## config.mk

```make
export PLATFORM = sky130hd
export DESIGN_NAME = fft2_out_serializer
export DESIGN_NICKNAME = d
export VERILOG_FILES = /design/src/rtl/fft2_out_serializer.sv
export SDC_FILE = /design/constraint.sdc
export NUM_CORES = 1
export LEC_CHECK = 0
export ABC_AREA = 1
export ABC_CLOCK_PERIOD_IN_PS = 8960
export CORE_ASPECT_RATIO = 0.6
export CORE_MARGIN = 2
export CORE_UTILIZATION = 35
export CTS_CLUSTER_SIZE = 12
export DETAILED_ROUTE_END_ITERATION = 16
export PLACE_DENSITY_LB_ADDON = 0.3
export SETUP_SLACK_MARGIN = 0.15
export SKIP_LAST_GASP = 1
export SLEW_MARGIN = 20
export SYNTH_ARGS = -nofsm -noshare
export SYNTH_HDL_FRONTEND = slang
export SYNTH_SLANG_ARGS = --single-unit
```

## constraint.sdc

```tcl
create_clock -name clk -period 8.96 [get_ports clk]
set_clock_uncertainty 0.05 [all_clocks]
set_input_delay 1.792 -clock clk [delete_from_list [all_inputs] [get_ports clk]]
set_output_delay 1.792 -clock clk [all_outputs]
set_load 0.05 [all_outputs]
```

## src/rtl/fft2_out_serializer.sv

```systemverilog
// fft2_out_serializer: FIFO of butterfly pairs (in_valid/in_ready, x0_*/x1_*) serialized as x0 then x1 words (out_valid/out_ready, out_re/out_img/out_sel) with frame out_last, NaN/Inf out_special and sticky drop_err
module fft2_out_serializer #(
  parameter int DEPTH = 4,
  parameter int FRAME_PAIRS = 4
) (
  input  logic        clk,
  input  logic        rst,
  input  logic        in_valid,
  output logic        in_ready,
  input  logic [31:0] x0_re,
  input  logic [31:0] x0_img,
  input  logic [31:0] x1_re,
  input  logic [31:0] x1_img,
  output logic        out_valid,
  input  logic        out_ready,
  output logic [31:0] out_re,
  output logic [31:0] out_img,
  output logic        out_sel,
  output logic        out_last,
  output logic        out_special,
  output logic        drop_err
);
  localparam int AW = DEPTH > 1 ? $clog2(DEPTH) : 1;
  localparam int CW = $clog2(DEPTH + 1);
  localparam int FW = FRAME_PAIRS > 1 ? $clog2(FRAME_PAIRS) : 1;
  logic [127:0]  mem [DEPTH];
  logic [AW-1:0] wptr, rptr;
  logic [CW-1:0] count;
  logic [FW-1:0] fc;
  logic          ph, push, pop, fc_end;
  logic [63:0]   word;
  assign in_ready  = count != CW'(DEPTH);
  assign out_valid = count != '0;
  assign push      = in_valid && in_ready;
  assign pop       = out_valid && out_ready && ph;
  assign fc_end    = fc == FW'(FRAME_PAIRS - 1);
  assign word      = ph ? mem[rptr][63:0] : mem[rptr][127:64];
  always_comb begin
    out_re      = out_valid ? word[63:32] : '0;
    out_img     = out_valid ? word[31:0] : '0;
    out_sel     = ph;
    out_last    = out_valid && ph && fc_end;
    out_special = out_valid && (&out_re[30:23] || &out_img[30:23]);
  end
  always_ff @(posedge clk)
    if (push) mem[wptr] <= {x0_re, x0_img, x1_re, x1_img};
  always_ff @(posedge clk or posedge rst) begin
    if (rst) begin
      wptr     <= '0;
      rptr     <= '0;
      count    <= '0;
      fc       <= '0;
      ph       <= 1'b0;
      drop_err <= 1'b0;
    end else begin
      if (push) wptr <= wptr + 1'b1;
      if (out_valid && out_ready) ph <= !ph;
      if (pop) begin
        rptr <= rptr + 1'b1;
        fc   <= fc_end ? '0 : fc + 1'b1;
      end
      count <= count + CW'(push) - CW'(pop);
      if (in_valid && !in_ready) drop_err <= 1'b1;
    end
  end
endmodule

```

==> flow_metrics.py <==
metrics = {
    "sta": {
        "setup_tns_ps": 0,
        "setup_viol": 0,
        "setup_slack_ps": 2800,
        "finalCritPeriodShare_pct": 68.8,
        "layout_min_cycle_time_ps": 6160,
        "slew_headroom_pct": 28.2,
        "tightest_slew_ps": 1080,
        "fin_hold_ws_ps": 431,
        "rsz0062_at_grt": "false",
        "max_freq_mhz": 162,
        "hold_viol_final": 0,
        "drv_slew": 0,
    },
    "worst_setup_path": {
        "crit_slowest_cell": "clkdlybuf4s50_1",
        "crit_type": "reg -> out",
        "cp_top_family": "buffers and inverters",
        "worstSetupStartpoint": "rptr[0]",
        "end_kind": "primary output",
        "crit_chain": "buf_4, buf_4, nor2_1, nor2_1, o21ai_0, o21ai_0, o21ai_0, a31oi_1, clkdlybuf4s50_1",
        "crit_arrival_ps": 4320,
        "cp_common_cell": "o21ai_0",
        "r2r-start": "count[1]",
        "path_buf_inv": 3,
        "cp.required_ps": 7120,
        "cp-start-kind": "flip-flop",
        "slowest_delay_ps": 870,
        "cp_max_fo": 81,
    },
    "logic_synthesis": {
        "synth_common_cells": "edfxtp_1 (512), nor2_1 (349), nand2_1 (259)",
        "synth.avg_cell_area_um2": 12.1,
        "synth_edf_count": 512,
        "synth-seq-cells": 523,
        "synthTopCellsByArea": "edfxtp_1 (73%), nor2_1 (6.2%), nand2_1 (4.6%)",
        "seq_area_frac_synth_pct": 73.9,
        "ys_async_sr_fraction_pct": 2.10,
        "synth_fp_nets": 1885,
        "synth_ff_type": "edfxtp_1",
        "yosys.cell_count.top_type": "edfxtp_1",
        "synth-warning-count": 0,
        "yosysTopAreaCell": "edfxtp_1",
        "synth_top_area_share_pct": 72.6,
        "synth_cell_types": 27,
        "synth_area_mm2": 0.0212,
        "syn_inst": 1745,
    },
    "clock_network": {
        "cts_sinks": 523,
        "worstSkewPairLatency_ps": 570,
        "cts_resized": 0,
        "cts_buffers": 51,
        "cts_max_level": 2,
        "tritoncts": "built",
        "cts_buffer_depth": 3,
        "cts_hold_buf": 0,
        "path_clk_slew_ps": 60,
        "cts-root-buf": "clkbuf_16",
        "cts_setup_buffers": 0,
    },
    "grt": {
        "track_usage_pct": 15.9,
        "grt_pass1_wl_mm": 76.5,
        "antenna_found_initial": 4,
        "grt_start_max_net_pins": 133,
        "grt-ovfl-total": 0,
        "grt_pass1_vias": 12700,
    },
    "die": {
        "die_area_mm2": 0.0625,
        "ios": 202,
        "die_x_um": 321,
        "coreArea_mm2": 0.0595,
        "rows": 69,
        "die_y_um": 194,
        "initial_core_util_pct": 35.6,
    },
    "placed_design": {
        "hpwl_mm": 28.1,
        "portBuffers": 201,
        "place_congestion": 0.732,
        "pre_cts_ws_ps": 3370,
        "dpl.cell_count": 2642,
    },
    "detailed_routing": {
        "detail-route-antenna-nets": 0,
        "wirelength_mm": 50.6,
        "drc_errors": 0,
        "firstDrtPassIters": 5,
        "drt_iter0_drc": 1021,
        "viasPerCell": 4.89,
        "wl_per_cell_um": 18.6,
        "vias": 13300,
    },
    "cells_and_area": {
        "final_nets": 2054,
        "drive_gt1_share_pct": 4.86,
        "area_growth_pct": 19.0,
        "utilization_pct": 42.3,
        "fillCellCount": 5459,
        "stdcell_count": 2718,
    },
    "worst_hold_path": {
        "worstHoldPathType": "reg -> reg",
        "min_from": "drop_err",
    },
    "power_and_ir_drop": {
        "powerDensity_mw_per_mm2": 385,
        "vdd.ir_drop.worst_mv": 0.342,
        "leakage_nw": 8.86,
    },
    "job": {
        "maxCapViolations": 0,
    },
    "run_status": {
        "outcome": "completed",
    },
}
==> sequential cells by signal (all words and copies together) (netlist names) <==
register	count
out_sel	1
count	3
wptr	2
rptr	2
mem	512
drop_err	1
fc	2
==> cells by family after synthesis <==
| logic type | share of synthesized area (%) |
|---|---|
| AOI/OAI and AO/OA | 8.57 |
| xor gates and xnor gates | 0.207 |
| adders and majority gates | 0.508 |
| buffers and inverters | 4.66 |
| DFF | 73.9 |
| and+or+nand+nor | 12.1 |
==> layer usage <==
metal	GRT usage, %	part of all wire, %	vias to the layer above
li1	-	-	6389
met1	22.8	47	6519
met2	24.7	45	308
met3	3.64	6.0	71
met4	3.44	1.6	6
met5	0	0.063	-
==> cell usage in the layout (no fill, tap or decap), drive strengths merged, types with 4 or more instances in the layout <==
cell / count
o21ai: 291
buf: 17
clkbuf: 69
a31oi: 48
edfxtp: 512
a21oi: 8
nor2: 351
xor2: 4
nand3: 42
clkdlybuf4s50: 201
ha: 7
inv: 100
clkinv: 4
dfrtp: 11
nand2: 264
==> per-stage QoR <==
stage | power, mW | cell area (µm²)
global placement | 7.78 | 23700
floorplan | 6.54 | 21200
global route | 10.2 | 25200
CTS | 9.81 | 25200
detailed placement | 7.83 | 23700
finish | 9.69 | 25200
==> report_power, final <==
part	leakage, nW	switching (mW)	total (mW)	internal [mW]
clock network	0.699	0.861	1.94	1.08
logic	3.35	3.13	4.36	1.23
registers	4.81	0.148	3.38	3.24
total	8.86	4.14	9.69	5.55
==> worst paths after layout <==
path | to | slack, ps | cells after the start
worst min register to register | drop_err | 430 | 1
worst max-delay path | out_img[31] | 2800 | 9
worst max register to register | mem[0][67] | 5800 | 5
max in group asynchronous | rptr[1] | 6930 | 2
min in group asynchronous | rptr[0] | 1530 | 2
worst min-delay path | drop_err | 430 | 1
==> worst register-to-register path: stages, from the launching register on <==
cell     delay, ps
dfrtp_1        440
nor2_1         100
nand2_1         90
nand2_1        340
nor2_4         880
buf_4          850
==> final cells by class <==
type	instances	area [µm²]	share of cell area, %
clock buffers	69	1370	5.42
clock inverters	6	73.8	0.293
well taps	781	977	3.88
multi-input cells	1021	4560	18.1
repair buffers	218	2160	8.60
inverters	99	380	1.51
diodes	1	2.50	0.00994
flip-flops and latches	523	15700	62.2
Note: power is estimated with default switching activity, not from simulation.
